==> config.mk <==
export PLATFORM = sky130hd
export DESIGN_NAME = osc_synth
export DESIGN_NICKNAME = d
export VERILOG_FILES = /design/src/rtl/osc_synth.sv
export SDC_FILE = /design/constraint.sdc
export NUM_CORES = 1
export LEC_CHECK = 0
export ABC_AREA = 1
export CORE_MARGIN = 3
export CORE_UTILIZATION = 40
export DETAILED_ROUTE_END_ITERATION = 10
export PLACE_DENSITY = 0.57
export SLEW_MARGIN = 20
export SYNTH_ARGS = -nofsm -noshare
export SYNTH_HDL_FRONTEND = slang
export SYNTH_SLANG_ARGS = --single-unit
==> constraint.sdc <==
create_clock -name mclk -period 3 [get_ports mclk]
set_input_delay 0.9 -clock mclk [delete_from_list [all_inputs] [get_ports mclk]]
set_output_delay 0.9 -clock mclk [all_outputs]
set_load 0.005 [all_outputs]
==> src/rtl/osc_synth.sv <==
// osc_synth -- numerically controlled square-wave synthesizer.
//
// A phase accumulator adds the frequency word (in kHz) every mclk cycle.
// Each time it reaches half the mclk frequency (in kHz), osc_out toggles,
// so osc_out runs at freq_khz on average. A requested frequency is held in
// a pending register and applied only on a falling edge of osc_out, or at
// once while stopped, so the output never changes frequency mid-pulse.
// Starting and stopping happen only with osc_out low, which prevents runt
// pulses.
//
// Optional feature macro: OSC_SYNTH_EDGE_COUNT_EN adds a saturating
// counter of osc_out rising edges, together with its clear input.
//
// Parameters:
//   ACC_W         accumulator and frequency-word width
//   MCLK_KHZ_DIV2 half the mclk frequency in kHz (the wrap threshold)
//   DEFAULT_KHZ   output frequency loaded at reset
//   CNT_W         edge counter width
//
// Ports:
//   mclk             clock; all logic uses its rising edge
//   reset            synchronous, active-high reset
//   freq_khz         requested output frequency in kHz
//   freq_load        one-cycle strobe that captures freq_khz
//   freq_busy        high while a captured frequency waits to be applied
//   run              level request to generate the clock
//   osc_out          registered synthesized clock
//   osc_running      high whenever the state machine is not STOPPED
//   edge_count       osc_out rising-edge count (macro only)
//   edge_count_clear clears edge_count, overrides an increment (macro only)

module osc_synth #(
  parameter int ACC_W         = 16,
  parameter int MCLK_KHZ_DIV2 = 24000,
  parameter int DEFAULT_KHZ   = 1000,
  parameter int CNT_W         = 32
) (
  input  logic             mclk,
  input  logic             reset,
  input  logic [ACC_W-1:0] freq_khz,
  input  logic             freq_load,
  output logic             freq_busy,
  input  logic             run,
  output logic             osc_out,
  output logic             osc_running
`ifdef OSC_SYNTH_EDGE_COUNT_EN
  ,
  output logic [CNT_W-1:0] edge_count,
  input  logic             edge_count_clear
`endif
);

  // Threshold at the widened sum width, and at the frequency-word width
  // for clamping captured requests.
  localparam logic [ACC_W:0]   LIMIT   = (ACC_W+1)'(MCLK_KHZ_DIV2);
  localparam logic [ACC_W-1:0] LIMIT_W = ACC_W'(MCLK_KHZ_DIV2);
  localparam logic [ACC_W-1:0] STEP_RESET = ACC_W'(DEFAULT_KHZ);

  typedef enum logic [1:0] {
    STOPPED  = 2'd0,
    RUNNING  = 2'd1,
    STOPPING = 2'd2
  } state_t;

  state_t           state_reg, state_next;
  logic [ACC_W-1:0] accum_reg, accum_next;
  logic             toggle_reg, toggle_next;
  logic             osc_out_reg, osc_out_next;
  logic [ACC_W-1:0] step_reg;
  logic [ACC_W-1:0] pending_reg;
  logic             busy_reg;

  logic [ACC_W:0]   sum;
  logic             wrap;
  logic [ACC_W-1:0] accum_adv;
  logic             fall_ev;
  logic             stop_now;
  logic             apply_ev;
  logic [ACC_W-1:0] freq_clamped;

  // One extra bit so the sum can never wrap before the threshold compare.
  assign sum       = {1'b0, accum_reg} + {1'b0, step_reg};
  assign wrap      = (sum >= LIMIT);
  assign accum_adv = wrap ? ACC_W'(sum - LIMIT) : sum[ACC_W-1:0];

  // A toggle decided on the previous edge lands on osc_out this edge;
  // when osc_out is currently high that landing is a falling edge.
  assign fall_ev = toggle_reg & osc_out_reg;

  // Stop is allowed only when osc_out is already low or is falling now.
  assign stop_now = ~run & (~osc_out_reg | fall_ev);

  // Pending frequency is applied on a falling edge, or immediately when idle.
  assign apply_ev = busy_reg & (fall_ev | (state_reg == STOPPED));

  assign freq_clamped = (freq_khz > LIMIT_W) ? LIMIT_W : freq_khz;

  always_comb begin
    state_next   = state_reg;
    accum_next   = accum_reg;
    toggle_next  = toggle_reg;
    osc_out_next = osc_out_reg;
    case (state_reg)
      STOPPED: begin
        accum_next   = '0;
        toggle_next  = 1'b0;
        osc_out_next = 1'b0;
        if (run) begin
          state_next = RUNNING;
        end
      end
      RUNNING, STOPPING: begin
        if (stop_now) begin
          // Includes dropping a rise that was decided but not yet visible
          // while osc_out is low: stopping there leaves no runt pulse.
          state_next   = STOPPED;
          accum_next   = '0;
          toggle_next  = 1'b0;
          osc_out_next = 1'b0;
        end else begin
          accum_next   = accum_adv;
          toggle_next  = wrap;
          osc_out_next = osc_out_reg ^ toggle_reg;
          // run low here means osc_out is high and not yet falling.
          state_next   = run ? RUNNING : STOPPING;
        end
      end
      default: begin
        state_next   = STOPPED;
        accum_next   = '0;
        toggle_next  = 1'b0;
        osc_out_next = 1'b0;
      end
    endcase
  end

  always_ff @(posedge mclk) begin
    if (reset) begin
      state_reg   <= STOPPED;
      accum_reg   <= '0;
      toggle_reg  <= 1'b0;
      osc_out_reg <= 1'b0;
      step_reg    <= STEP_RESET;
      pending_reg <= '0;
      busy_reg    <= 1'b0;
    end else begin
      state_reg   <= state_next;
      accum_reg   <= accum_next;
      toggle_reg  <= toggle_next;
      osc_out_reg <= osc_out_next;
      if (apply_ev) begin
        step_reg <= pending_reg;
        busy_reg <= 1'b0;
      end
      // A new load wins over a simultaneous apply: the old pending value
      // still moves to step, and the new one waits for the next chance.
      if (freq_load) begin
        pending_reg <= freq_clamped;
        busy_reg    <= 1'b1;
      end
    end
  end

  assign osc_out     = osc_out_reg;
  assign freq_busy   = busy_reg;
  assign osc_running = (state_reg != STOPPED);

`ifdef OSC_SYNTH_EDGE_COUNT_EN
  logic [CNT_W-1:0] edge_count_reg;
  logic             rise_ev;

  assign rise_ev = osc_out_next & ~osc_out_reg;

  always_ff @(posedge mclk) begin
    if (reset) begin
      edge_count_reg <= '0;
    end else if (edge_count_clear) begin
      edge_count_reg <= '0;
    end else if (rise_ev && (edge_count_reg != {CNT_W{1'b1}})) begin
      edge_count_reg <= edge_count_reg + 1'b1;
    end
  end

  assign edge_count = edge_count_reg;
`endif

endmodule

==> Implementation_results.wiki, run 1 <==
{| class="wikitable"
! Metric !! Value
|-
| Part of the Yosys area used for sequential elements || 32.45%
|-
| Area of the mapped netlist || between 3000 and 4000 um2
|-
| Global-route usage over all layers || between 10% and 20%
|-
| Actual transition at the worst max-transition pin || approximately 530 ps
|-
| Maximum resistive drop on vdd || about 0.23 mV
|-
| Per-instance average area after synthesis || between 6 and 7 um2
|-
| Total gr overflow || 0
|-
| Setup clock skew after layout || between 5 and 6 ps
|-
| ANT cells || 0
|-
| Leakage power of the design || ~1.8 nW
|-
| Number of cells traversed by the worst register-to-register path || 21
|-
| Startpoint of the worst hold path || pending_reg[15]
|-
| Num CTS Buffers || 5
|-
| Initial antenna violation count || 0
|-
| Number of pins exceeding their max-slew limit in the final report || 0
|-
| RSZ-0062 raised after global routing || false
|-
| Max clock buf depth || 2
|-
| Clock tree from TritonCTS || yes
|-
| Distinct cell type count of the synthesized netlist || 33
|-
| # DRC || 0
|-
| Critical path peak fanout || 11
|-
| Quantity of hold-fixing buffers added after cts || 0
|-
| Placeable Area || slightly below 8000 um2
|-
| PnR Total Power || roughly 1.8 mW
|-
| Synth Warn # || 0
|-
| Proportion of layout cells with a drive suffix above 1 || 10.92%
|-
| Source of the critical timing path || step_reg[5]
|-
| Clock network latency to the later pin of the worst-skew pair || ~300 ps
|-
| Placed wire-length estimate || about 6300 um
|-
| Post-synth net total || about 540
|-
| Average detailed-routed wire length per instance || between 10 and 15 um
|-
| Register bit total from synthesis || 53
|-
| CP most frequent cell || nand2_1
|-
| Crit path required time || between 3000 and 4000 ps
|-
| Via count of the first global-routing pass || between 2000 and 3000
|-
| Reg2Reg Launch Point || step_reg[5]
|-
| Max Clk Rate || between 300 and 400 MHz
|-
| Maximum capacitance violations || 0
|-
| Portion of the clock cycle consumed by the worst path in the final layout || 90.86%
|-
| Post-route ant nets || 0
|-
| Cells traversed along the worst timing path || ha_1, nand2_2, nor2_2, nand3_1, nand2_1, nand2_1, nand2_2, ha_4, nand3_1, nor2_1, nand3_1, nor2_1, nand3_1, nor2_1, nand2_1, nor2_2, nor2_4, nand2_4, nand2_1, nand2_1, nor2_2
|-
| Weighted congestion at the end of routability-driven global placement || approximately 0.9
|-
| Standard-cell rows || 32
|-
| Period minus WS final || 2726 ps
|-
| Cell at the root of the clock tree || clkbuf_8
|-
| Total vias in the final route || 2998
|-
| Post-layout worst setup margin || around 270 ps
|-
| Path category of the worst min-delay check || reg -> reg
|-
| Cells after Synth || approximately 500
|-
| Largest net degree at the start of global routing || 17
|-
| Total Neg Setup Slack || 0 ps
|-
| Relative area change from synthesis to final layout || 16.46%
|-
| Routed Wire Length || 7704 um
|-
| Setup slack after placement || 44.90 ps
|-
| Count of H-tree levels built during CTS || 2
|-
| # setup viols final || 0
|-
| Post-DR vias/cell || around 4.8
|-
| Final Net Count || ~560
|-
| Number of endpoints with negative hold slack in the final report || 0
|-
| Endpoint kind of the worst setup timing path || flip-flop
|-
| Number of buffers added on ports || 22
|-
| Worst setup path category || reg -> reg
|-
| Hold Crit Depth || 2
|-
| Die footprint || just over 9000 um2
|-
| Power per Cell Area || about 470 nW/um2
|-
| Vertical die dimension || around 96 um
|-
| Pre-antenna DRT Iters || 4
|-
| Max-slew headroom || about 65%
|-
| Number of fillers in the final layout || just over 800
|-
| Clock transition at the register clock pins on the worst setup and hold paths after CTS || about 90 ps
|-
| Effective utilization at floorplan || a little over two fifths
|-
| Nature of the critical path startpoint || flip-flop
|-
| Clock net sink count || 53
|-
| Crit path DAT || 2910 ps
|-
| Top-Level Pins || 23
|-
| Crit-path max cell delay || just under 400 ps
|-
| Die Wd || 96.41 um
|-
| Worst reg-to-reg setup slack || 270 ps
|-
| Slowest cell on the critical path || ha_1
|-
| Run status || complete, no violations
|-
| Detailed Route Iter0 Violations || 137
|-
| Wire length of the first global-routing pass || approximately 13000 um
|}
==> metal layers <==
metal / vias up / wire length (um) / track usage (%)
li1: 1633 / - / -
met1: 1307 / 3917 / 24.46
met2: 47 / 3449 / 29.38
met3: 11 / 201 / 2.401
met4: 0 / 136 / 5.724
met5: - / 0 / 0
==> placed cells by master, fill, tap and decap left out, types with 3 or more instances in the layout <==
cell / instances
a21oi_1: 35
o21ai_0: 25
nand2_4: 3
nand2_1: 123
xor2_1: 5
nand2_2: 13
ha_4: 3
o211ai_1: 4
dfxtp_1: 51
inv_2: 4
nor2_1: 48
buf_4: 8
nand3b_1: 3
nand3_2: 4
clkdlybuf4s50_1: 22
inv_1: 69
nand3_1: 40
ha_1: 16
nor2_2: 6
nand4_1: 11
clkbuf_8: 6
==> kinds of logic after synthesis <==
| kind of cell | count (synthesis) | synth area share, % |
|---|---|---|
| and+or+nand+nor | 257 | 35.67 |
| adders and majority gates | 22 | 8.649 |
| buffers and inverters | 84 | 9.988 |
| AOI/OAI and AO/OA | 70 | 11.37 |
| xor gates and xnor gates | 7 | 1.875 |
| DFF | 53 | 32.45 |
==> layout make-up <==
cell class | instances | area (um2) | area share [%]
timing repair buffer | 30 | 280.3 | 7.361
inverter | 74 | 277.8 | 7.295
multi-input combinational | 357 | 1942 | 51.00
clock buffer | 7 | 86.33 | 2.268
clock inverter | 1 | 30.03 | 0.7887
sequential | 53 | 1064 | 27.93
tap | 102 | 127.6 | 3.352
==> stage by stage <==
stage | hold slack [ps] | cell area [um2] | utilization (%) | std cells
global route | 468.8 | 3807 | 48.52 | 624
finish | 451.4 | 3807 | 48.52 | 624
global placement | 429.6 | 3628 | 46.24 | 615
detailed placement | 438.1 | 3628 | 46.24 | 615
CTS | 451.5 | 3745 | 47.72 | 623
floorplan | 416.0 | 3269 | - | 493
==> timing repair <==
item	CTS	global route
endpoints found under the setup margin	0	11
setup buffers	0	0
gates resized for setup	0	13
==> power by group <==
group / internal [mW] / leakage, nW / switching (mW)
sequential: 0.744 / 0.435 / 0.0252
combinational: 0.198 / 1.33 / 0.318
clock: 0.272 / 0.0585 / 0.228
==> cells in the mapped netlist <==
cell | number | area [um2]
nand2_4 | 2 | 22.52
nor2_2 | 6 | 37.54
dfxtp_1 | 53 | 1061
a21oi_2 | 1 | 8.760
nand3_1 | 40 | 200.2
nor2_1 | 48 | 180.2
nand2_1 | 123 | 461.7
xnor2_1 | 2 | 17.52
nand3_2 | 4 | 40.04
fa_1 | 1 | 20.02
buf_6 | 1 | 11.26
nand4_1 | 11 | 68.82
buf_4 | 1 | 7.510
o21bai_1 | 1 | 7.510
inv_1 | 70 | 262.8
and2_1 | 2 | 12.51
inv_2 | 3 | 11.26
clkinv_1 | 1 | 3.750
and3_1 | 1 | 6.260
xor2_1 | 5 | 43.79
nor2_4 | 2 | 22.52
o21ai_0 | 25 | 125.1
nand2_2 | 13 | 81.33
clkbuf_1 | 7 | 26.28
nor3_1 | 2 | 10.01
buf_1 | 1 | 3.750
a31oi_1 | 1 | 6.260
a21oi_1 | 36 | 180.2
ha_1 | 21 | 262.8
o21ai_1 | 1 | 5.000
a41oi_1 | 1 | 8.760
o211ai_1 | 4 | 30.03
nand3b_1 | 3 | 22.52
==> critical path: cells and delay by family (launching register included) <==
family / cells / cell delay [ps]
adder cells (fa/ha/maj): 2 / 550
flip-flops: 1 / 350
AND/OR/NAND/NOR: 19 / 1710
==> worst paths after layout <==
check,end
max,accum_reg[6]
min,pending_reg[15]
max reg2reg,accum_reg[6]
min reg2reg,pending_reg[15]
(Power assumes the default switching activity.)
==> run 2: changes to the inputs <==
Settings changed: CORE_UTILIZATION 40 to 45, PLACE_DENSITY 0.57 to 0.63.
==> run 2 against run 1 <==
Compared with the run above:
- global-route usage up 0.41 points
- count of clock-buffer cells in the layout did not move
- sequential share of layout area is 0.11 points higher
- largest cell class unchanged
- critical path depth did not move
- critical endpoint is now accum_reg[7]
- maximum frequency is 0.37% lower
- die area is 10% lower
- highest routed layer unchanged
- final cell count shrank 1.1%
- hold slack worse by 4.2 ps
==> Implementation_results.wiki, run 2 (same netlist as run 1, synthesis figures left out) <==
{| class="wikitable"
! Metric !! Value
|-
| Max-slew headroom || 72.12% (was 64.51%)
|-
| Post-CTS setup buffer count || 0 (unchanged)
|-
| Actual transition at the worst max-transition pin || 417.8 ps (was 531.7 ps)
|-
| Post-route ant nets || 0 (unchanged)
|-
| Number of endpoints with negative hold slack in the final report || 0 (unchanged)
|-
| Clock net sink count || 53 (unchanged)
|-
| Leakage power of the design || 1.812 nW (was 1.819 nW)
|-
| Hold Slack || 447.2 ps (was 451.4 ps)
|-
| Final cell count without fillers || 617 (was 624)
|-
| Via count of the first global-routing pass || 2755 (was 2861)
|-
| Routed Wire Length || 7343 um (was 7704 um)
|-
| Final Core Density || 54.91% (was 48.52%)
|-
| Clock tree from TritonCTS || yes (unchanged)
|-
| Placed wire-length estimate || 5925 um (was 6265 um)
|-
| Max clock buf depth || 2 (unchanged)
|-
| Period minus WS final || 2736 ps (was 2726 ps)
|-
| Total gr overflow || 0 (unchanged)
|-
| Post-route standard cell area excluding fillers || 3792 um2 (was 3807 um2)
|-
| Maximum resistive drop on vdd || 0.2980 mV (was 0.2265 mV)
|-
| Die Wd || 91.24 um (was 96.41 um)
|-
| Run status || complete, no violations (unchanged)
|-
| RSZ-0062 raised after global routing || false (unchanged)
|-
| Total placed instance area || 3613 um2 (was 3628 um2)
|-
| Placeable Area || 6907 um2 (was 7848 um2)
|-
| # DRC || 0 (unchanged)
|-
| Average detailed-routed wire length per instance || 11.90 um (was 12.35 um)
|-
| Initial antenna violation count || 0 (unchanged)
|-
| Cell at the root of the clock tree || clkbuf_8 (unchanged)
|-
| Worst setup path category || reg -> reg (unchanged)
|-
| Proportion of layout cells with a drive suffix above 1 || 10.75% (was 10.92%)
|-
| Clock transition at the register clock pins on the worst setup and hold paths after CTS || 90 ps (about the same)
|-
| Max Clk Rate || 365.5 MHz (was 366.9 MHz)
|-
| Crit path required time || 3200 ps (was 3190 ps)
|-
| Post-DR vias/cell || 4.911 (was 4.804)
|-
| Global-route usage over all layers || 18.36% (was 17.95%)
|-
| Resized Gates After CTS || 0 (unchanged)
|-
| Register area || 1064 um2 (unchanged)
|-
| Power per Cell Area || 467.2 nW/um2 (was 468.9 nW/um2)
|-
| Top-Level Pins || 23 (unchanged)
|-
| Nature of the critical path startpoint || flip-flop (unchanged)
|-
| Number of buffers added on ports || 22 (unchanged)
|-
| Effective utilization at floorplan || 47.34% (was 41.66%)
|-
| Clock network latency to the later pin of the worst-skew pair || 300 ps (about the same)
|-
| Maximum capacitance violations || 0 (unchanged)
|-
| Detailed Route Iter0 Violations || 137 (unchanged)
|-
| Largest net degree at the start of global routing || 21 (was 17)
|-
| Weighted congestion at the end of routability-driven global placement || 0.9124 (was 0.9150)
|-
| Most common cell after layout, fill and taps aside || nand2_1 (unchanged)
|-
| Final Net Count || 562 (was 563)
|-
| Num CTS Buffers || 5 (unchanged)
|-
| Number of fillers in the final layout || 717 (was 820)
|-
| Setup clock skew after layout || 8.016 ps (was 5.912 ps)
|-
| Crit path DAT || 2930 ps (was 2910 ps)
|-
| Total Neg Setup Slack || 0 ps (unchanged)
|-
| Count of H-tree levels built during CTS || 2 (unchanged)
|-
| Critical path peak fanout || 11 (unchanged)
|-
| Wire length of the first global-routing pass || 12560 um (was 12920 um)
|-
| Total area of multi-input combinational cells || 1942 um2 (unchanged)
|-
| Path category of the worst min-delay check || reg -> reg (unchanged)
|-
| Portion of the clock cycle consumed by the worst path in the final layout || 91.20% (was 90.86%)
|-
| Relative area change from synthesis to final layout || 16.00% (was 16.46%)
|-
| ANT cells || 0 (unchanged)
|-
| Standard-cell rows || 30 (was 32)
|-
| # setup viols final || 0 (unchanged)
|-
| Vertical die dimension || 91.24 um (was 96.41 um)
|-
| Endpoint kind of the worst setup timing path || flip-flop (unchanged)
|-
| Die footprint || 8324 um2 (was 9294 um2)
|-
| Total vias in the final route || 3030 (was 2998)
|-
| Top library cells by usage in the layout, fill and taps aside || nand2_1 (123), inv_1 (69), dfxtp_1 (51) (unchanged)
|-
| Quantity of hold-fixing buffers added after cts || 0 (unchanged)
|-
| Number of pins exceeding their max-slew limit in the final report || 0 (unchanged)
|-
| Pre-antenna DRT Iters || 4 (unchanged)
|-
| Total instance count after detailed placement || 608 (was 615)
|}
-- run 2: cell types whose count changed in the layout (fill, tap and decap cells not counted), sizes merged --
cell	previous run	this run
buf	8	7
-- run 2: final cells by class --
type	count	share of cell area, %
Multi-Input combinational cell	357	51.20
Sequential cell	53	28.04
Inverter	74	7.324
Timing Repair Buffer	29	7.192
Tap cell	96	3.167
Clock buffer	7	2.276
Clock inverter	1	0.7918
-- run 2: critical path, cell delays in order (launching register included) --
cell and delay, ps:
dfxtp_1 350, ha_1 380, nand2_2 100, nor2_2 130, nand3_1 90, nand2_1 100, nand2_1 70, nand2_2 120
ha_4 160, nand3_1 70, nor2_1 100, nand3_1 80, nor2_1 110, nand3_1 80, nor2_1 100, nand2_1 70
nor2_2 150, nor2_4 90, nand2_4 120, inv_2 30, nor2_1 80, nor2_1 50
-- run 2: metrics by stage --
step	power, mW	setup WS (ps)
3_5_place_dp	1.275	63.08
6_report	1.772	264.0
5_1_grt	1.891	11.55
4_1_cts	1.773	16.70
3_3_place_gp	1.274	204.0
2_1_floorplan	1.145	391.9
-- run 2: per-layer routing --
metal	up-vias	share of wire (%)	track usage [%]
met3	10	3.7	2.071
met2	53	45	30.35
met5	-	0	0
met1	1331	49	25.19
li1	1636	-	-
met4	0	1.7	5.276
-- run 2: final timing paths --
path	slack [ps]	endpoint	from	cells after the start
worst max-delay path	260	accum_reg[7]	step_reg[5]	21
worst min-delay path	450	pending_reg[15]	pending_reg[15]	2
worst max register to register	260	accum_reg[7]	step_reg[5]	21
worst min register to register	450	pending_reg[15]	pending_reg[15]	2
-- run 2: where the power goes --
part	leakage, nW	internal [mW]	switching [mW]
Clock	0.0585	0.272	0.222
Combinational	1.32	0.196	0.314
Sequential	0.435	0.744	0.0244
Total	1.81	1.21	0.560
==> run 3: changes to the inputs <==
Settings changed: CTS_CLUSTER_DIAMETER from default to 200.
==> results of run 3 <==
No change in the layout: final DEF, timing and power equal those of run 2.
